## src/rtl/store_queue_pkg.sv

```systemverilog
// Shared types for the store queue: branch bus layout, queue entry, wrap-safe sqN ordering.
package store_queue_pkg;

  localparam int SQN_W = 6;

  typedef logic [SQN_W-1:0] sqn_t;

  typedef struct packed {
    logic        valid;
    logic [31:0] pc;
    sqn_t        sqN;
    sqn_t        storeSqN;
    sqn_t        loadSqN;
    logic        flush;
  } branch_t;

  typedef struct packed {
    logic        valid;
    sqn_t        sqN;
    logic [29:0] addr;
    logic [31:0] data;
    logic [3:0]  mask;
  } sq_entry_t;

  // Sign of the 6-bit modular difference decides age, so ordering survives wrap.
  function automatic logic sqn_older(input sqn_t a, input sqn_t b);
    sqn_t d;
    d = a - b;
    return d[SQN_W-1];
  endfunction

  function automatic logic sqn_younger(input sqn_t a, input sqn_t b);
    sqn_t d;
    d = a - b;
    return !d[SQN_W-1] && (d != '0);
  endfunction

endpackage

```

## src/rtl/store_queue_fwd_mux.sv

```systemverilog
// Per-byte select of the youngest buffered store older than the load at the same word address.
// Purely combinational; the caller registers the result.
module store_fwd_mux
  import store_queue_pkg::*;
#(
  parameter int NUM_ENTRIES = 8
) (
  input  sq_entry_t   entries [NUM_ENTRIES],
  input  logic [29:0] ld_addr,
  input  sqn_t        ld_sqN,
  output logic [31:0] fwd_data,
  output logic [3:0]  fwd_mask
);

  sqn_t best_sqn [4];

  always_comb begin
    fwd_data = '0;
    fwd_mask = '0;
    for (int b = 0; b < 4; b++) best_sqn[b] = '0;
    for (int b = 0; b < 4; b++) begin
      for (int i = 0; i < NUM_ENTRIES; i++) begin
        if (entries[i].valid && entries[i].mask[b] && entries[i].addr == ld_addr &&
            sqn_older(entries[i].sqN, ld_sqN) &&
            (!fwd_mask[b] || sqn_older(best_sqn[b], entries[i].sqN))) begin
          fwd_mask[b]          = 1'b1;
          best_sqn[b]          = entries[i].sqN;
          fwd_data[8*b +: 8]   = entries[i].data[8*b +: 8];
        end
      end
    end
  end

endmodule

```

## src/rtl/store_queue.sv

```systemverilog
// Speculative store buffer: holds stores in storeSqN order, drains committed head to the D-cache
// with zero added latency (stalls while IN_memReady is low), forwards bytes to loads one cycle later.
module store_queue
  import store_queue_pkg::*;
#(
  parameter int NUM_ENTRIES = 8
) (
  input  logic        clk,
  input  logic        rst,
  input  logic [5:0]  commitSqN,
  input  logic        IN_valid,
  input  logic        IN_isLoad,
  input  logic [31:0] IN_addr,
  input  logic [31:0] IN_data,
  input  logic [3:0]  IN_wmask,
  input  logic [5:0]  IN_sqN,
  input  logic [5:0]  IN_storeSqN,
  input  logic [51:0] IN_branch,
  input  logic        IN_memReady,
  output logic        OUT_memValid,
  output logic [31:0] OUT_memAddr,
  output logic [31:0] OUT_memData,
  output logic [3:0]  OUT_memMask,
  output logic        OUT_fwdValid,
  output logic [31:0] OUT_fwdData,
  output logic [3:0]  OUT_fwdMask,
  output logic [5:0]  OUT_maxStoreSqN,
  output logic        OUT_empty
);

  localparam int K = $clog2(NUM_ENTRIES);

  sq_entry_t              ent     [NUM_ENTRIES];
  sq_entry_t              ent_nxt [NUM_ENTRIES];
  sqn_t                   base, base_nxt;
  branch_t                br;
  logic                   op_ok, do_enq, do_ld, do_drain;
  logic [K-1:0]           enq_slot;
  logic [NUM_ENTRIES-1:0] valid_nxt;
  logic [31:0]            mux_data;
  logic [3:0]             mux_mask;
  logic                   unused_bits;

  assign br          = IN_branch;
  assign unused_bits = ^{br.pc, br.loadSqN, IN_addr[1:0]};

  // Ops younger than a resolving branch are on the wrong path and are dropped.
  assign op_ok    = IN_valid && (!br.valid || !sqn_younger(IN_sqN, br.sqN));
  assign do_enq   = op_ok && !IN_isLoad;
  assign do_ld    = op_ok && IN_isLoad;

  assign OUT_memValid = ent[0].valid && sqn_younger(commitSqN, ent[0].sqN) && !br.valid;
  assign OUT_memAddr  = {ent[0].addr, 2'b00};
  assign OUT_memData  = ent[0].data;
  assign OUT_memMask  = ent[0].mask;
  assign do_drain     = OUT_memValid && IN_memReady;

  store_fwd_mux #(.NUM_ENTRIES(NUM_ENTRIES)) u_fwd (
    .entries  (ent),
    .ld_addr  (IN_addr[31:2]),
    .ld_sqN   (IN_sqN),
    .fwd_data (mux_data),
    .fwd_mask (mux_mask)
  );

  always_comb begin
    ent_nxt  = ent;
    base_nxt = base;
    if (br.valid) begin
      for (int i = 0; i < NUM_ENTRIES; i++)
        if (sqn_younger(ent[i].sqN, br.sqN)) ent_nxt[i].valid = 1'b0;
      if (br.flush) base_nxt = br.storeSqN;
    end else if (do_drain) begin
      for (int i = 0; i < NUM_ENTRIES - 1; i++) ent_nxt[i] = ent[i+1];
      ent_nxt[NUM_ENTRIES-1] = '0;
      base_nxt = base + 1'b1;
    end
    // Slot is relative to the post-drain base, and overrides the shift clear.
    enq_slot = IN_storeSqN[K-1:0] - base_nxt[K-1:0];
    if (do_enq) begin
      ent_nxt[enq_slot].valid = 1'b1;
      ent_nxt[enq_slot].sqN   = IN_sqN;
      ent_nxt[enq_slot].addr  = IN_addr[31:2];
      ent_nxt[enq_slot].data  = IN_data;
      ent_nxt[enq_slot].mask  = IN_wmask;
    end
    for (int i = 0; i < NUM_ENTRIES; i++) valid_nxt[i] = ent_nxt[i].valid;
  end

  always_ff @(posedge clk) begin
    if (rst) begin
      for (int i = 0; i < NUM_ENTRIES; i++) ent[i] <= '0;
      base            <= '0;
      OUT_fwdValid    <= 1'b0;
      OUT_fwdData     <= '0;
      OUT_fwdMask     <= '0;
      OUT_maxStoreSqN <= SQN_W'(NUM_ENTRIES - 1);
      OUT_empty       <= 1'b1;
    end else begin
      if (do_enq)
        assert (sqn_t'(IN_storeSqN - base_nxt) < sqn_t'(NUM_ENTRIES));
      ent             <= ent_nxt;
      base            <= base_nxt;
      OUT_fwdValid    <= do_ld;
      OUT_fwdData     <= do_ld ? mux_data : '0;
      OUT_fwdMask     <= do_ld ? mux_mask : '0;
      OUT_maxStoreSqN <= base_nxt + SQN_W'(NUM_ENTRIES - 1);
      OUT_empty       <= ~|valid_nxt;
    end
  end

endmodule

```

## config.mk

```make
export PLATFORM = sky130hd
export DESIGN_NAME = store_queue
export DESIGN_NICKNAME = d
export VERILOG_FILES = /design/src/rtl/store_queue_pkg.sv /design/src/rtl/store_queue_fwd_mux.sv /design/src/rtl/store_queue.sv
export SDC_FILE = /design/constraint.sdc
export NUM_CORES = 2
export LEC_CHECK = 0
export CAP_MARGIN = 20
export CORE_UTILIZATION = 50
export DETAILED_ROUTE_END_ITERATION = 12
export PLACE_DENSITY = 0.71
export SETUP_SLACK_MARGIN = 0.5
export SYNTH_ARGS = -nofsm -noshare
export SYNTH_HDL_FRONTEND = slang
export SYNTH_SLANG_ARGS = --single-unit
```

## constraint.sdc

```tcl
create_clock -name clk -period 18.2 [get_ports clk]
set_input_delay 1.82 -clock clk [delete_from_list [all_inputs] [get_ports clk]]
set_output_delay 1.82 -clock clk [all_outputs]
set_load 0.01 [all_outputs]
```

Word level (Yosys, flattened, before mapping)
Cells that the tools add are included.
- flip-flop bits (word level): 634
- output and inout port bits: 113
- logic and storage cells: 467
- $add $sub $neg: 49
- $lt $le $gt $ge: 2
- equality and inequality tests: 8
- muxes and demuxes: 136
- bitwise gates (word level): 2
- reductions and logical operators: 224
- operators by type and width (operator ; count):
    584-bit bitwise mux ; 5
    584-bit 2-to-1 mux ; 2
    73-bit demux with 3-bit select ; 5
    72-bit 2-to-1 mux ; 9
    6-bit subtractor ; 46
    8-bit 2-to-1 mux ; 32
    30-bit == test ; 8
    6-bit 2-to-1 mux ; 31
    1-bit logical AND ; 141
    73-bit 2-to-1 mux ; 1
    66-bit 2-to-1 mux ; 1
    6-bit nonzero test ; 10
    1-bit 2-to-1 mux ; 48
    1-bit zero test ; 42
    36-bit 2-to-1 mux ; 1
    1-bit logical OR ; 29
    8-bit OR reduction ; 1
    6-bit by 1-bit adder with 6-bit output (second input constant) ; 1
    6-bit by 3-bit adder with 6-bit output (second input constant) ; 1
    4-bit greater-or-equal comparator (second input constant) ; 1
    4-bit by 1-bit < comparator with 1-bit output (second input constant) ; 1
    4-bit 2-to-1 mux ; 1
    3-bit NOT with 4-bit output ; 1
    3-bit subtractor ; 1
    other kinds (2) ; 2

Longest topological paths before layout
- depth in word-level cells: 32
- mapped depth: 85
- depth with buffers taken out: 77

Hierarchy
From an unflattened synthesis, not the netlist that was laid out.
- cells, all modules: 5341
- area total of the unflattened synthesis: 45244.6 sq um
- by module, submodules not included (module ; times used ; cells an instance ; area each (sq um) ; sequential area each (sq um)):
    store_queue ; 1 ; 3213 ; 30181.4 ; 12692.2
    store_fwd_mux ; 1 ; 2128 ; 15063.2 ; 0.0

Worst setup path before layout
OpenSTA, ideal clock, no wires.
- path type: input to register
- start point: input port IN_sqN[2]
- end point: register OUT_fwdData[24]
- setup time: 0.127 ns
- data arrival time: 17.886 ns
- path slack: 0.186 ns
- stages on the path: 78
- cell sequence: clkbuf_1 > inv_1 > ha_1 > a21oi_1 > o21ai_0 > a21oi_2 > a211oi_4 > nand2_1 > nor2_1 > ha_1 > a21o_1 > a21oi_1 > o21ai_1 > xnor2_1 > nor2_1 > nor2_1 > clkbuf_1 > mux2_2 > [... 42 more ...] > o21ai_0 > ha_1 > a21o_1 > a21o_1 > a21oi_1 > nand3b_1 > o221ai_2 > clkbuf_1 > mux2_2 > ha_1 > a21o_1 > a21oi_1 > nor2b_1 > nor4_1 > xnor2_1 > a21oi_4 > mux2i_1 > nor2_1
- longest elaborated chain between the ends: 31
- RTL lines (what ; line ; text):
    start: declaration ; store_queue.sv:16 ; input logic [5:0] IN_sqN,
    6-bit subtractor ; store_queue_pkg.sv:28 ; d = a - b;
    1-bit logical AND ; store_queue_fwd_mux.sv:23 ; if (entries[i].valid && entries[i].mask[b] && entries[i].addr == ld_addr &&
    6-bit 2-to-1 mux or 1-bit 2-to-1 mux (tied branches) ; store_queue_fwd_mux.sv:23 ;
    6-bit subtractor or 1-bit zero test (tied branches) ; store_queue_pkg.sv:28, store_queue_fwd_mux.sv:25 ;
    1-bit logical OR ; store_queue_fwd_mux.sv:25 ; (!fwd_mask[b] || sqn_older(best_sqn[b], entries[i].sqN))) begin
    1-bit logical AND ; store_queue_fwd_mux.sv:24 ; sqn_older(entries[i].sqN, ld_sqN) &&
    6-bit 2-to-1 mux or 1-bit 2-to-1 mux (tied branches) ; store_queue_fwd_mux.sv:23 ;
    6-bit subtractor or 1-bit zero test (tied branches) ; store_queue_pkg.sv:28, store_queue_fwd_mux.sv:25 ;
    [... 15 more ...] ; - ;
    6-bit subtractor or 1-bit zero test (tied branches) ; store_queue_pkg.sv:28, store_queue_fwd_mux.sv:25 ;
    1-bit logical OR ; store_queue_fwd_mux.sv:25 ;
    1-bit logical AND ; store_queue_fwd_mux.sv:24 ;
    6-bit 2-to-1 mux or 1-bit 2-to-1 mux (tied branches) ; store_queue_fwd_mux.sv:23 ;
    6-bit subtractor or 1-bit zero test (tied branches) ; store_queue_pkg.sv:28, store_queue_fwd_mux.sv:25 ;
    1-bit logical OR ; store_queue_fwd_mux.sv:25 ;
    1-bit logical AND ; store_queue_fwd_mux.sv:24 ;
    8-bit 2-to-1 mux ; store_queue_fwd_mux.sv:23 ;
    end signal: assignment ; store_queue.sv:105 ; OUT_fwdData <= do_ld ? mux_data : '0;
    end: declaration ; store_queue.sv:25 ; output logic [31:0] OUT_fwdData,
Several ways; a longest one is shown, not always the timed one.
A chain may end at the register's enable or synchronous reset.

Worst setup path after layout
- start point: input port IN_addr[5]
- end point: register OUT_fwdData[29]
- longest elaborated chain between the ends: 32
- RTL lines (what ; line ; text):
    start: declaration ; store_queue.sv:13 ; input logic [31:0] IN_addr,
    30-bit == test ; store_queue_fwd_mux.sv:23 ;
    1-bit logical AND (2 in a row) ; store_queue_fwd_mux.sv:23 ;
    6-bit 2-to-1 mux or 1-bit 2-to-1 mux (tied branches) ; store_queue_fwd_mux.sv:23 ;
    6-bit subtractor or 1-bit zero test (tied branches) ; store_queue_pkg.sv:28, store_queue_fwd_mux.sv:25 ;
    1-bit logical OR ; store_queue_fwd_mux.sv:25 ;
    1-bit logical AND ; store_queue_fwd_mux.sv:24 ;
    6-bit 2-to-1 mux or 1-bit 2-to-1 mux (tied branches) ; store_queue_fwd_mux.sv:23 ;
    6-bit subtractor or 1-bit zero test (tied branches) ; store_queue_pkg.sv:28, store_queue_fwd_mux.sv:25 ;
    [... 15 more ...] ; - ;
    6-bit subtractor or 1-bit zero test (tied branches) ; store_queue_pkg.sv:28, store_queue_fwd_mux.sv:25 ;
    1-bit logical OR ; store_queue_fwd_mux.sv:25 ;
    1-bit logical AND ; store_queue_fwd_mux.sv:24 ;
    6-bit 2-to-1 mux or 1-bit 2-to-1 mux (tied branches) ; store_queue_fwd_mux.sv:23 ;
    6-bit subtractor or 1-bit zero test (tied branches) ; store_queue_pkg.sv:28, store_queue_fwd_mux.sv:25 ;
    1-bit logical OR ; store_queue_fwd_mux.sv:25 ;
    1-bit logical AND ; store_queue_fwd_mux.sv:24 ;
    8-bit 2-to-1 mux (*) ; store_queue_fwd_mux.sv:23 ;
Every way passes the cells marked *; elsewhere a longest branch is shown, timed or not.

==> results.md <==
- Startpoint type of the worst setup path: input pin
- Number of synthesized flops with an enable pin: 0
- # setup viols final: 0
- Number of hold violations in the final report: 0
- Endpoint kind of the worst setup timing path: flop
- Clock latency of the later-clocked register in the worst-skew pair: between 0.6 and 0.7 ns
- Htree depth: 3
- Root cell of the clock tree: clkbuf_16
- Num CTS Buffers: 74
- Max_cap viols: 0
- Area growth from synthesis to final layout: 11.9%
- Die Span Y: about 300 um
- Transition at the pin with the smallest max-transition slack: about 1.1 ns
- Filler cell count in the final layout: 8,011
- Internal power component: approximately 0.0025 W
- Crit path max-delay cell type: clkdlybuf4s50_1
- Placer Congestion: between 1 and 1.5
- Clock power share: 44.5%
- Summed instance area of the synthesized netlist: around 44,000 um^2
- DRT Pass-1 Iters: 7
- Width of the die: 297 um
- Wire length of the first global-routing pass: 234,000 um
- Pin count of the biggest net entering global routing: about 230
- Longest individual stage delay on the worst path: 0.64 ns
- Endpoint required time on the critical path: between 15 and 20 ns
- Final critical-path required period: around 17 ns
- TNS Setup: 0 ns
- Lkg Pwr: ~18 nW
- Total track usage: between 30% and 40%
- Buffers on Ports: 210
- Power Density: about 73 nW/um^2
- Top Ports: approximately 260
- Library cell with the highest instance count after synthesis: nand2_1
- Crit Path Class: input pin to flop
- Leading cell types by count after synthesis: nand2_1 (1,305), nor2_1 (671), dfxtp_1 (634)
- Starting Density: ~50%
- Synth top area cells: dfxtp_1 (29%), nand2_1 (11%), a311oi_1 (10%)
- Post-DRT Antenna Nets: 0
- Area share of the leading cell type in the synthesized netlist: 29.1%
- Share of the yosys chip area belonging to registers: slightly below 30%
- Post-synth ARST share: 0%
- DPL Wire Length: between 100,000 and 150,000 um
- 1st-iter DRT viols: approximately 4,800
- Critical-path maximum fanout: 9
- Mean post-synth cell area: about 7.5 um^2
- Period utilisation layout: 92.1%
- Worst voltage drop across the vdd grid: ~0.000063 V
- Synth Flop Type: dfxtp_1
- Fraction of layout cells with a size suffix above 1: ~8.8%
- Cells after DPL: ~6,800
- TritonCTS clock tree: yes
- Clock transition time at the flip-flop clock pins of the worst setup and hold paths: 0.06 ns
- Switching Fraction: approximately 28%
- Total DRC errors in the routed layout: 0
- Slack of the worst reg-to-reg path: roughly 2.7 ns
- Mean number of vias per cell: between 6 and 7
- Wire length per cell: about 22 um
- Initial antenna violation count: 4
- Deepest clock path buffer count: 3
- GRT Residual Overflow: 0
- Die area: 88,400 um^2
- Number of clock sinks: between 600 and 700
- Pins over their slew limit: 0
- Final layout net count: around 6,000
- Gate count of the mapped netlist: about 5,800
- Non-filler instance count after layout: 6,918
- Fmax achieved: 0.0597 GHz
- Data arrival time of the critical path: between 15 and 20 ns
- Core area: 85,800 um^2
- Total number of placement rows: ~110
- Worst setup skew after layout: slightly above 0.05 ns
- Post-detailed-routing wire length: ~150,000 um
- Most frequent cell on the critical path: a21o_1
- Reg power frac: 42.0%
- Class of the tightest hold or removal check: flop to flop
- Power dissipated by switching net loads: between 0.001 and 0.0015 W
- Unrepaired setup endpoints after global routing: false
- Synthesis warning total: 0
- Vias post-DR: 42,673
- Relative max-transition margin: 24.3%
- Flop and latch count out of synthesis: ~630
- Synth unique cells: 104
- Via count of the first global-routing pass: a little under 40,000
- Status: finished, final reports clean
- Fraction of power consumed by combinational cells: 13.5%
- Cell accounting for the most synthesized area: dfxtp_1
stage by stage:
step                util [%]  setup WS (ns)  power (W)  hold WS [ns]  cell area, um^2
floorplan                  -          0.540    0.00183         0.457            43600
global route            56.9          0.441    0.00367         0.501            48800
finish                  56.9           1.44    0.00355         0.482            48800
CTS                     56.6          0.788    0.00356         0.481            48600
detailed placement      53.6          0.186    0.00199         0.475            46000
global placement        53.6          0.491    0.00198         0.468            46000
final cells by class:
| type | instances | area [um^2] | share of cell area (%) |
|---|---|---|---|
| clock inverters | 30 | 473 | 0.969 |
| clock buffers | 101 | 2100 | 4.31 |
| diodes | 1 | 2.50 | 0.00513 |
| well taps | 1144 | 1430 | 2.93 |
| flip-flops and latches | 634 | 12700 | 26.0 |
| inverters | 125 | 492 | 1.01 |
| repair buffers | 382 | 3510 | 7.19 |
| multi-input cells | 4501 | 28100 | 57.6 |
path summary, 6_finish.rpt:
path,endpoint,depth (start not counted),startpoint
min,OUT_fwdData[0],2,ent[4]
max,OUT_fwdData[29],70,IN_addr[5]
min reg2reg,OUT_fwdData[0],2,ent[4]
max reg2reg,OUT_fwdData[29],69,OUT_memAddr[4]
layout by cell type, fill, tap and decap left out, types with 16 or more instances in the layout:
cell,instances
and3_1,34
nor2b_1,16
mux2_2,126
nand2b_1,31
and4_1,18
a21o_1,79
nor4_1,31
o21ai_0,144
nand2_1,1304
nand4_1,100
xor2_1,99
a311oi_1,507
nor3_1,39
nor2_1,670
a21oi_1,244
buf_4,163
and2_1,39
dfxtp_1,634
nand3_1,149
o21ai_1,16
inv_1,116
ha_1,197
a31oi_1,19
clkdlybuf4s50_1,206
mux2i_1,88
xnor2_1,254
clkbuf_16,74
sequential cells by signal, summed over array words and instances, names as in the netlist:
signal           cells
OUT_memData         32
OUT_fwdMask          4
OUT_empty            1
ent                518
OUT_fwdData         32
OUT_fwdValid         1
OUT_maxStoreSqN      6
base                 6
OUT_memAddr         30
OUT_memMask          4
layer usage:
layer	global-route usage, %	vias to the layer above	part of all wire (%)
met5	0	-	0.0059
met3	4.28	324	8.2
met1	46.1	20297	44
li1	-	20282	-
met4	13.0	2	3.8
met2	51.5	1768	44
what timing repair did:
| action | in CTS | in global routing |
|---|---|---|
| hold endpoints to repair | 0 | 0 |
| hold buffers | 0 | 0 |
| resized for setup | 0 | 32 |
| endpoints found under the setup margin | 0 | 26 |
| setup buffers | 0 | 15 |
logic make-up after synthesis:
kind of cell | count (synthesis) | share of synthesized area [%]
AOI/OAI and AO/OA | 1217 | 20.8
xor gates and xnor gates | 360 | 7.30
adders and majority gates | 208 | 6.16
buffers and inverters | 695 | 6.81
DFF | 634 | 29.1
muxes | 218 | 5.39
other | 1 | 0.00860
and+or+nand+nor | 2496 | 24.4
critical path: cells and delay by family:
kind / cells / cell delay, ns
and+or+nand+nor: 15 / 2.74
buffers and inverters: 4 / 1.16
muxes: 7 / 2.21
adders and majority gates: 7 / 1.86
xor gates and xnor gates: 5 / 0.99
AOI/OAI and AO/OA: 32 / 6.46
power groups by stage:
stage               registers (W)  logic (W)  clock network, W
floorplan                 0.00150   0.000329                 0
global route              0.00150   0.000519           0.00166
detailed placement        0.00152   0.000467                 0
global placement          0.00152   0.000459                 0
CTS                       0.00149   0.000470           0.00160
finish                    0.00149   0.000481           0.00158
(Power assumes the default switching activity.)
